### src/rtl/bram_read_stream.sv
// -----------------------------------------------------------------------------
// bram_read_stream
//
// Read-port front-end for a dual-port byte-enable block RAM. Converts a
// valid/ready read-request stream into RAM read strobes, captures the RAM's
// registered read data one cycle later and presents it as a valid/ready
// response stream through a 2-entry buffer, so the consumer may stall.
// Requests whose address matches a same-cycle RAM write are held off, because
// the RAM returns undefined data on a read-during-write to the same address.
//
// Ports:
//   CLK          clock, all state updates on posedge
//   RESET        asynchronous, active-high reset
//   REQ_VALID    read request present
//   REQ_READY    request accepted when high together with REQ_VALID
//   REQ_ADDR     word address to read
//   RESP_VALID   RESP_DATA holds a response
//   RESP_READY   consumer takes the response this cycle
//   RESP_DATA    read data, in request order
//   RAM_RE       RAM read enable
//   RAM_RD_ADDR  RAM read address
//   RAM_DO       RAM data out, valid the cycle after RAM_RE
//   RAM_WE       copy of the RAM write enable
//   RAM_WR_ADDR  copy of the RAM write address
// -----------------------------------------------------------------------------
module bram_read_stream #(
    parameter int ADDR_WIDTH = 10,
    parameter int DATA_WIDTH = 32
) (
    input  logic                  CLK,
    input  logic                  RESET,
    input  logic                  REQ_VALID,
    output logic                  REQ_READY,
    input  logic [ADDR_WIDTH-1:0] REQ_ADDR,
    output logic                  RESP_VALID,
    input  logic                  RESP_READY,
    output logic [DATA_WIDTH-1:0] RESP_DATA,
    output logic                  RAM_RE,
    output logic [ADDR_WIDTH-1:0] RAM_RD_ADDR,
    input  logic [DATA_WIDTH-1:0] RAM_DO,
    input  logic                  RAM_WE,
    input  logic [ADDR_WIDTH-1:0] RAM_WR_ADDR
);

    // Control state: read in flight, buffer occupancy and pointers.
    logic        vld_p1;
    logic [1:0]  occ;
    logic        wr_ptr;
    logic        rd_ptr;

    // Data buffer is not reset; RESP_DATA is masked while empty instead.
    logic [DATA_WIDTH-1:0] fifo [0:1];

    logic       collide;
    logic       pop;
    logic       issue;
    logic [2:0] used;

    assign collide = RAM_WE && (RAM_WR_ADDR == REQ_ADDR);
    assign pop     = RESP_VALID && RESP_READY;

    // Credits still claimed after this cycle's pop. occ >= pop whenever pop
    // is high, so this never underflows.
    assign used = {1'b0, occ} + {2'b00, vld_p1} - {2'b00, pop};

    assign REQ_READY   = !RESET && !collide && (used < 3'd2);
    assign issue       = REQ_VALID && REQ_READY;
    assign RAM_RE      = issue;
    assign RAM_RD_ADDR = REQ_ADDR;

    assign RESP_VALID = (occ != 2'd0);
    assign RESP_DATA  = (occ != 2'd0) ? fifo[rd_ptr] : '0;

    // Stage p0 -> p1: request issued to the RAM, data returns next cycle.
    always_ff @(posedge CLK or posedge RESET) begin
        if (RESET) begin
            vld_p1 <= 1'b0;
            occ    <= 2'd0;
            wr_ptr <= 1'b0;
            rd_ptr <= 1'b0;
        end else begin
            vld_p1 <= issue;
            occ    <= used[1:0];
            if (vld_p1) wr_ptr <= ~wr_ptr;
            if (pop)    rd_ptr <= ~rd_ptr;
        end
    end

    // Stage p1 -> buffer: capture RAM_DO only in the cycle after a read, since
    // the RAM holds its output while RE is low.
    always_ff @(posedge CLK) begin
        if (vld_p1) fifo[wr_ptr] <= RAM_DO;
    end

endmodule

### config.mk
export PLATFORM = sky130hd
export DESIGN_NAME = bram_read_stream
export DESIGN_NICKNAME = d
export VERILOG_FILES = /design/src/rtl/bram_read_stream.sv
export SDC_FILE = /design/constraint.sdc
export NUM_CORES = 1
export LEC_CHECK = 0
export ABC_AREA = 1
export CAP_MARGIN = 20
export CORE_UTILIZATION = 49
export CTS_CLUSTER_SIZE = 25
export DETAILED_ROUTE_END_ITERATION = 6
export GPL_TIMING_DRIVEN = 0
export PLACE_DENSITY_LB_ADDON = 0.05
export SYNTH_ARGS = -nofsm -noshare
export SYNTH_HDL_FRONTEND = slang
export SYNTH_SLANG_ARGS = --single-unit
### constraint.sdc
create_clock -name CLK -period 4.6 [get_ports CLK]
set_input_delay 0.46 -clock CLK [delete_from_list [all_inputs] [get_ports CLK]]
set_output_delay 0.46 -clock CLK [all_outputs]
set_load 0.02 [all_outputs]
==> results of run 1 <==
## power groups by stage
stage / logic, W / registers (W) / clock network [W]
finish: 0.00114 / 0.000818 / 0.000480
floorplan: 0.000642 / 0.000825 / 0
CTS: 0.00116 / 0.000819 / 0.000490
detailed placement: 0.00116 / 0.000832 / 0
global placement: 0.00113 / 0.000829 / 0
global route: 0.00123 / 0.000825 / 0.000518
## synthesized netlist by cell type
library cell and count:
sky130_fd_sc_hd__nor3_2 1, sky130_fd_sc_hd__xor2_1 2, sky130_fd_sc_hd__ha_1 2, sky130_fd_sc_hd__edfxtp_1 64, sky130_fd_sc_hd__fa_1 1, sky130_fd_sc_hd__buf_2 6
sky130_fd_sc_hd__or2_1 1, sky130_fd_sc_hd__dfrtp_1 5, sky130_fd_sc_hd__nor2_1 4, sky130_fd_sc_hd__nand2_2 1, sky130_fd_sc_hd__buf_6 4, sky130_fd_sc_hd__nor2_4 1
sky130_fd_sc_hd__a21boi_0 1, sky130_fd_sc_hd__nand3_1 2, sky130_fd_sc_hd__or2_0 1, sky130_fd_sc_hd__inv_2 1, sky130_fd_sc_hd__nor2_2 3, sky130_fd_sc_hd__buf_4 10
sky130_fd_sc_hd__inv_1 33, sky130_fd_sc_hd__nand2_1 96, sky130_fd_sc_hd__a21oi_1 32
## sequential cells by signal, summed over array words and instances, names as in the netlist
signal  cells
vld_p1      1
fifo       64
wr_ptr      1
rd_ptr      1
occ         2
## worst max-delay path by stage
stage | cells after the start | slack [ps] | start | to
CTS | 12 | 1020 | occ[1]$_DFF_PP0_ | RAM_RE
finish | 12 | 1060 | occ[1]$_DFF_PP0_ | RAM_RE
floorplan | 11 | 2080 | occ[1]$_DFF_PP0_ | RAM_RE
global placement | 13 | 1120 | RESP_READY | RAM_RE
detailed placement | 13 | 1050 | RESP_READY | RAM_RE
global route | 12 | 880 | occ[1]$_DFF_PP0_ | RAM_RE
## per-stage QoR
step           hold slack [ps]  worst slack (ps)
2_1_floorplan            238.5              2079
3_3_place_gp             475.5              1121
3_5_place_dp             529.9              1053
4_1_cts                  399.3              1024
5_1_grt                  415.4             881.6
6_report                 402.0              1055
## kinds of logic (layout without fill, tap and decap cells)
logic type                 Yosys count  count (layout)  share of synthesized area [%]
DFF                                 69              69                          68.25
AOI/OAI and AO/OA                   33              33                          5.590
adders and majority gates            3               3                          1.502
buffers and inverters               54             172                          9.261
and+or+nand+nor                    110             110                          14.81
xor gates and xnor gates             2               2                         0.5842
## worst max-delay path, stage by stage (launching register included)
cell	delay, ps
sky130_fd_sc_hd__dfrtp_1	440
sky130_fd_sc_hd__nor2_4	200
sky130_fd_sc_hd__nor2_2	70
sky130_fd_sc_hd__ha_1	270
sky130_fd_sc_hd__inv_1	40
sky130_fd_sc_hd__ha_1	180
sky130_fd_sc_hd__fa_1	480
sky130_fd_sc_hd__nor3_2	180
sky130_fd_sc_hd__nand2_1	70
sky130_fd_sc_hd__inv_1	60
sky130_fd_sc_hd__nand2_2	60
sky130_fd_sc_hd__nor2_2	90
sky130_fd_sc_hd__clkdlybuf4s50_1	610
## layout make-up
type	count	area, um2
sequential	69	2047
fill	418	1584
timing repair buffer	102	1039
multi-input combinational	148	681.9
buffer	20	150.1
inverter	34	127.6
clock buffer	9	123.9
tap	75	93.84
clock inverter	7	73.82
## metal layers
| layer | part of all wire (%) | wire length [um] | vias up | GRT usage (%) |
|---|---|---|---|---|
| met4 | 1.2 | 71 | 0 | 10.00 |
| met5 | 0 | 0 | - | 0 |
| met1 | 39 | 2276 | 1006 | 21.15 |
| met3 | 5.1 | 294 | 5 | 3.977 |
| met2 | 54 | 3156 | 59 | 35.64 |
| li1 | - | - | 1094 | - |
==> run_results.csv, run 1 <==
group,metric,value,unit
cells_and_area,instances_no_fill,464,
clock_tree,tritoncts_clock_tree,"done",
synth,largest_area_contributor_in_the_netlist,"sky130_fd_sc_hd__edfxtp_1",
die,initial_utilization,50.66,%
place,placed_cells,448,
drt,detail_route.iter0.violations,105,
outcome,violations,"design-rule violations",
power,leakagePower,1.755,nW
worst_setup_path,arrival_time_worst_endpoint,3080,ps
power,cellInternalPower,0.001547,W
place,placed_cell_area,4139,um2
synth,syn-num-nets,331,
drt,num_vias,2164,
die,die_ar,6438,um2
clock_tree,htree_num_levels,3,
clock_tree,root_buffer,"sky130_fd_sc_hd__clkbuf_8",
synth,synthTopCellsByArea,"sky130_fd_sc_hd__edfxtp_1, sky130_fd_sc_hd__nand2_1, sky130_fd_sc_hd__a21oi_1, sky130_fd_sc_hd__dfrtp_1, sky130_fd_sc_hd__inv_1",
drt,detail_route.wirelength,5.799,mm
drt,drt_pass_1_iters,6,
clock_tree,cts-buffers-inserted,9,
timing,setup_repair_after_global_routing_missed_its_margin,"false",
worst_setup_path,endpoint_of_the_worst_slack_reg_to_reg_timing_path,"vld_p1$_DFF_PP0_",
timing,final-hold-violation-count,0,
cells_and_area,finalCoreUtilization,73.25,%
timing,worst_slew_margin_rel,37.56,%
die,design.portCount,102,
global_route,via_count_of_the_first_global_routing_pass,2109,
die,core_area,5921,um2
clock_tree,cts_hold_buf,0,
synth,synth_cell_types,21,
synth,yosysTopAreaCellShare,64.08,%
power,comb_power_share,46.8,%
flow_run,drv_cap,0,
synth,synthesized_area,2999,um2
clock_tree,cts_buffer_depth,2,
worst_setup_path,r2r-start,"occ[1]$_DFF_PP0_",
cells_and_area,finish.instance_area,4337,um2
global_route,globalRouteTotalUtil,19.49,%
clock_tree,worst_skew_pair.late_latency,330,ps
timing,fin_tns_setup,0,ps
drt,remaining_drc_errors,1,
cells_and_area,post_route_cells_drive_above_1_share,11.57,%
die,dieHeight,80.24,um
synth,synth_seq_area_share,68.25,%
cells_and_area,mostFrequentLayoutCell,"sky130_fd_sc_hd__clkdlybuf4s50_1",
power,switching_share,36.59,%
place,gp_congestion,0.7375,
place,post-dp-hpwl,4.136,mm
worst_setup_path,cp_data_required_time,4140,ps
place,buffer_ports.inserted,101,
worst_setup_path,setup.worst_path.start_class,"register",
cells_and_area,finalNetCount,444,
global_route,antenna_found_initial,0,
power,vdd_drop_max,305.5,uV
global_route,wire_length_of_the_first_global_routing_pass,9.121,mm
power,clock_power_share,19.7,%
worst_setup_path,ff2ff_setup_slack,2380,ps
synth,post_synth_inst_count,271,
cells_and_area,flow.area_growth_from_synthesis,44.60,%
global_route,total_global_routing_overflow,0,
clock_tree,clk_pin_slew_worst_paths,70,ps
cells_and_area,n_antenna_cell,0,
clock_tree,cts.repair.resized,0,
drt,drt-wirelength-per-cell,12.50,um
drt,route.detailed.vias_per_inst,4.664,
min_path,timing.hold.worst.class,"in2async",
die,dieWidth,80.24,um
worst_setup_path,cp-end-kind,"output port",
timing,worst_pin_slew,934.4,ps
timing,timing.final.crit_share,77.06,%
drt,drtAntennaViolNets,0,
global_route,largest_net_degree_at_the_start_of_global_routing,33,
cells_and_area,mostFrequentLayoutCells,"sky130_fd_sc_hd__clkdlybuf4s50_1, sky130_fd_sc_hd__nand2_1, sky130_fd_sc_hd__edfxtp_1",
synth,synth.ff_latch_count,69,
clock_tree,numClockSinks,69,
power,pwr-share-seq,33.5,%
synth,synth_area_per_cell,11.07,um2
timing,timing.final.setup_violations,0,
timing,final-max-slew-violation-count,0,
worst_setup_path,worstPathMaxFanout,7,
outcome,run_status,"complete, but fails checks",
timing,fmax,282.1,MHz
power,power_density,562.6,nW/um2
synth,synth_warnings,0,
worst_setup_path,worst_r2r_path_depth,11,
die,core.rowCount,28,
timing,finClkSkew,9.386,ps
power,total_power,0.002440,W
worst_setup_path,worst-setup-path-type,"reg2out",
timing,final.min_clock_period,3545,ps
clock_tree,cts_post_setup_buffers_inserted,0,
power,power.switching,0.0008928,W
(Power assumes the default switching activity.)
==> run 2, diff against run 1 <==
--- a/config.mk
+++ b/config.mk
@@ -7,7 +7,7 @@
 export LEC_CHECK = 0
 export ABC_AREA = 1
 export CAP_MARGIN = 20
-export CORE_UTILIZATION = 49
+export CORE_UTILIZATION = 45
 export CTS_CLUSTER_SIZE = 25
 export DETAILED_ROUTE_END_ITERATION = 6
 export GPL_TIMING_DRIVEN = 0
==> constraint.sdc (replaced) <==
create_clock -name CLK -period 3.36 [get_ports CLK]
set_input_delay 0.336 -clock CLK [delete_from_list [all_inputs] [get_ports CLK]]
set_output_delay 0.336 -clock CLK [all_outputs]
set_load 0.02 [all_outputs]
==> run 2 against run 1 <==
  * The run now ends clean
  * Sequential cell count did not move
  * Via count shrank 0.51%
  * Sequential share of layout area fell by 0.58 points
  * Non-clock buffer count increased by 2
  * Cell count up 0.86%
  * Critical path type unchanged
==> run_results.csv, run 2 (synthesis results as in run 1) <==
group,metric,value,unit
outcome,run_status,"finished, final reports clean",
cells_and_area,n_antenna_cell,0,
drt,route.detailed.vias_per_inst,4.600,
worst_setup_path,worst-setup-path-type,"reg2out",
cells_and_area,regArea,2047,um2
die,initial_utilization,46.96,%
timing,final-hold-violation-count,0,
timing,fin_tns_setup,0,ps
clock_tree,tritoncts_clock_tree,"done",
cells_and_area,multiInputGateArea,681.9,um2
drt,num_vias,2153,
timing,final-max-slew-violation-count,0,
timing,timing.final.setup_violations,0,
timing,timing.final.crit_share,90.71,%
timing,fmax,328.1,MHz
place,placed_cells,451,
clock_tree,htree_num_levels,3,
timing,setup_repair_after_global_routing_missed_its_margin,"false",
drt,route.met3.wl,384,um
drt,highest-signal-layer,"met4",
drt,remaining_drc_errors,0,
drt,drt-wirelength-per-cell,12.28,um
die,design.portCount,102,
global_route,globalRouteTotalUtil,17.51,%
worst_setup_path,worstPathMaxFanout,4,
min_path,timing.hold.worst.class,"in2async",
timing,finClkSkew,7.681,ps
timing,worst_slew_margin_rel,62.44,%
die,die_ar,6995,um2
worst_setup_path,cp-end-kind,"output port",
global_route,largest_net_degree_at_the_start_of_global_routing,23,
power,power_density,778.2,nW/um2
drt,wl_met2,2.856,mm
clock_tree,root_buffer,"sky130_fd_sc_hd__clkbuf_8",
cells_and_area,mostFrequentLayoutCell,"sky130_fd_sc_hd__clkdlybuf4s50_1",
worst_setup_path,crit_path_top_delay_cell,"sky130_fd_sc_hd__fa_1",
worst_setup_path,setup.worst_path.start_class,"register",
timing,final.min_clock_period,3048,ps
drt,met1Wirelength,2.423,mm
power,leakagePower,1.797,nW
cells_and_area,fillerInstances,482,
worst_setup_path,cp_data_required_time,3020,ps
die,core.rowCount,29,
place,buffer_ports.inserted,101,
global_route,via_count_of_the_first_global_routing_pass,2076,
clock_tree,cts_buffer_depth,2,
cells_and_area,mostFrequentLayoutCells,"sky130_fd_sc_hd__clkdlybuf4s50_1, sky130_fd_sc_hd__nand2_1, sky130_fd_sc_hd__edfxtp_1",
global_route,wire_length_of_the_first_global_routing_pass,9.349,mm
cells_and_area,post_route_cells_drive_above_1_share,11.51,%
worst_setup_path,critical_path.cell_chain,"nor2_4 > nor2_2 > ha_1 > inv_1 > ha_1 > fa_1 > nor3_2 > nand2_1 > inv_1 > nand2_2 > nor2_2 > dlygate4sd2_1",
cells_and_area,finalNetCount,446,
cells_and_area,number_of_flip_flops_under_the_largest_register_name,64,
clock_tree,clk_pin_slew_worst_paths,70,ps
die,dieWidth,83.64,um
timing,worst_pin_slew,562.7,ps
flow_run,drv_cap,0,
power,vdd_drop_max,656.8,uV
cells_and_area,finalCoreUtilization,68.75,%
clock_tree,numClockSinks,69,
place,gp_congestion,0.6995,
worst_setup_path,arrival_time_worst_endpoint,2710,ps
place,post-dp-hpwl,3.903,mm
drt,drt_pass_1_iters,4,
die,core_area,6386,um2
cells_and_area,leading_registers_by_flop_count,"fifo (64), occ (2)",
drt,detail_route.iter0.violations,49,
die,dieHeight,83.64,um
cells_and_area,registers.top_by_ff_count,"fifo",
cells_and_area,flow.area_growth_from_synthesis,46.39,%
clock_tree,worst_skew_pair.late_latency,340,ps
cells_and_area,instances_no_fill,468,
global_route,total_global_routing_overflow,0,
drt,detail_route.wirelength,5.745,mm
clock_tree,cts-buffers-inserted,9,
global_route,antenna_found_initial,0,
power,total_power,0.003417,W
worst_setup_path,crit_path_max_incr_delay,470,ps
drt,drtAntennaViolNets,0,
run 2: changes by cell type in the layout (fill, tap and decap cells not counted), sizes merged:
| cell | before | now |
|---|---|---|
| buf | 21 | 23 |
| dlymetal6s2s | 0 | 1 |
| clkdlybuf4s50 | 101 | 99 |
| bufinv | 1 | 2 |
| dlygate4sd2 | 0 | 1 |
| inv | 36 | 35 |
run 2: final cells by class:
| class | count | share of cell area [%] |
|---|---|---|
| flip-flops and latches | 69 | 46.62 |
| repair buffers | 104 | 24.48 |
| multi-input cells | 148 | 15.53 |
| plain buffers | 20 | 3.420 |
| inverters | 34 | 2.907 |
| clock buffers | 9 | 2.821 |
| well taps | 77 | 2.194 |
| clock inverters | 7 | 2.023 |
run 2: where the power goes:
group	switching [W]	internal, W	leakage [nW]
sequential	0.0000487	0.00107	0.639
combinational	0.000864	0.000717	1.05
clock	0.000304	0.000414	0.105
total	0.00122	0.00220	1.80
run 2: metrics by stage:
step | hold WS, ps | instance area [um2] | worst slack [ps]
after global placement | 475.8 | 4106 | 120.3
final | 247.7 | 4390 | 312.2
after CTS | 251.5 | 4388 | 58.53
after global routing | 272.0 | 4390 | 142.4
after detailed placement | 524.4 | 4169 | 116.8
after floorplan | 114.5 | 2999 | 962.5
run 2: routing by layer:
metal  vias up  GRT usage, %
met1       971         21.48
met5         -             0
met3         9         5.737
met2        67         28.46
met4         0         7.396
li1       1106             -
run 2: path summary, 6_finish.rpt:
kind	start	end	slack, ps	cells after the start
worst max-delay path	occ[1]$_DFF_PP0_	RAM_RE	310	12
worst min-delay path	RESET	occ[1]$_DFF_PP0_	250	2
max in group asynchronous	RESET	rd_ptr$_DFFE_PP0P_	2930	2
worst max register to register	occ[1]$_DFF_PP0_	vld_p1$_DFF_PP0_	1250	11
min in group CLK	vld_p1$_DFF_PP0_	wr_ptr$_DFFE_PP0P_	520	1
worst min register to register	vld_p1$_DFF_PP0_	wr_ptr$_DFFE_PP0P_	520	1
run 2: what timing repair did:
item / in CTS / in global routing
hold buffers: 0 / 0
resized for setup: 1 / 1
setup buffers: 1 / 0
endpoints found under the hold margin: 0 / 0
pin swaps: 1 / 0
endpoints found under the setup margin: 2 / 1
run 2: worst max-delay path, delay by kind of cell (launching register included):
kind,cells,cell delay (ps)
buf+inv,3,450
simple gates,6,570
flops,1,440
fa+ha+maj,3,920
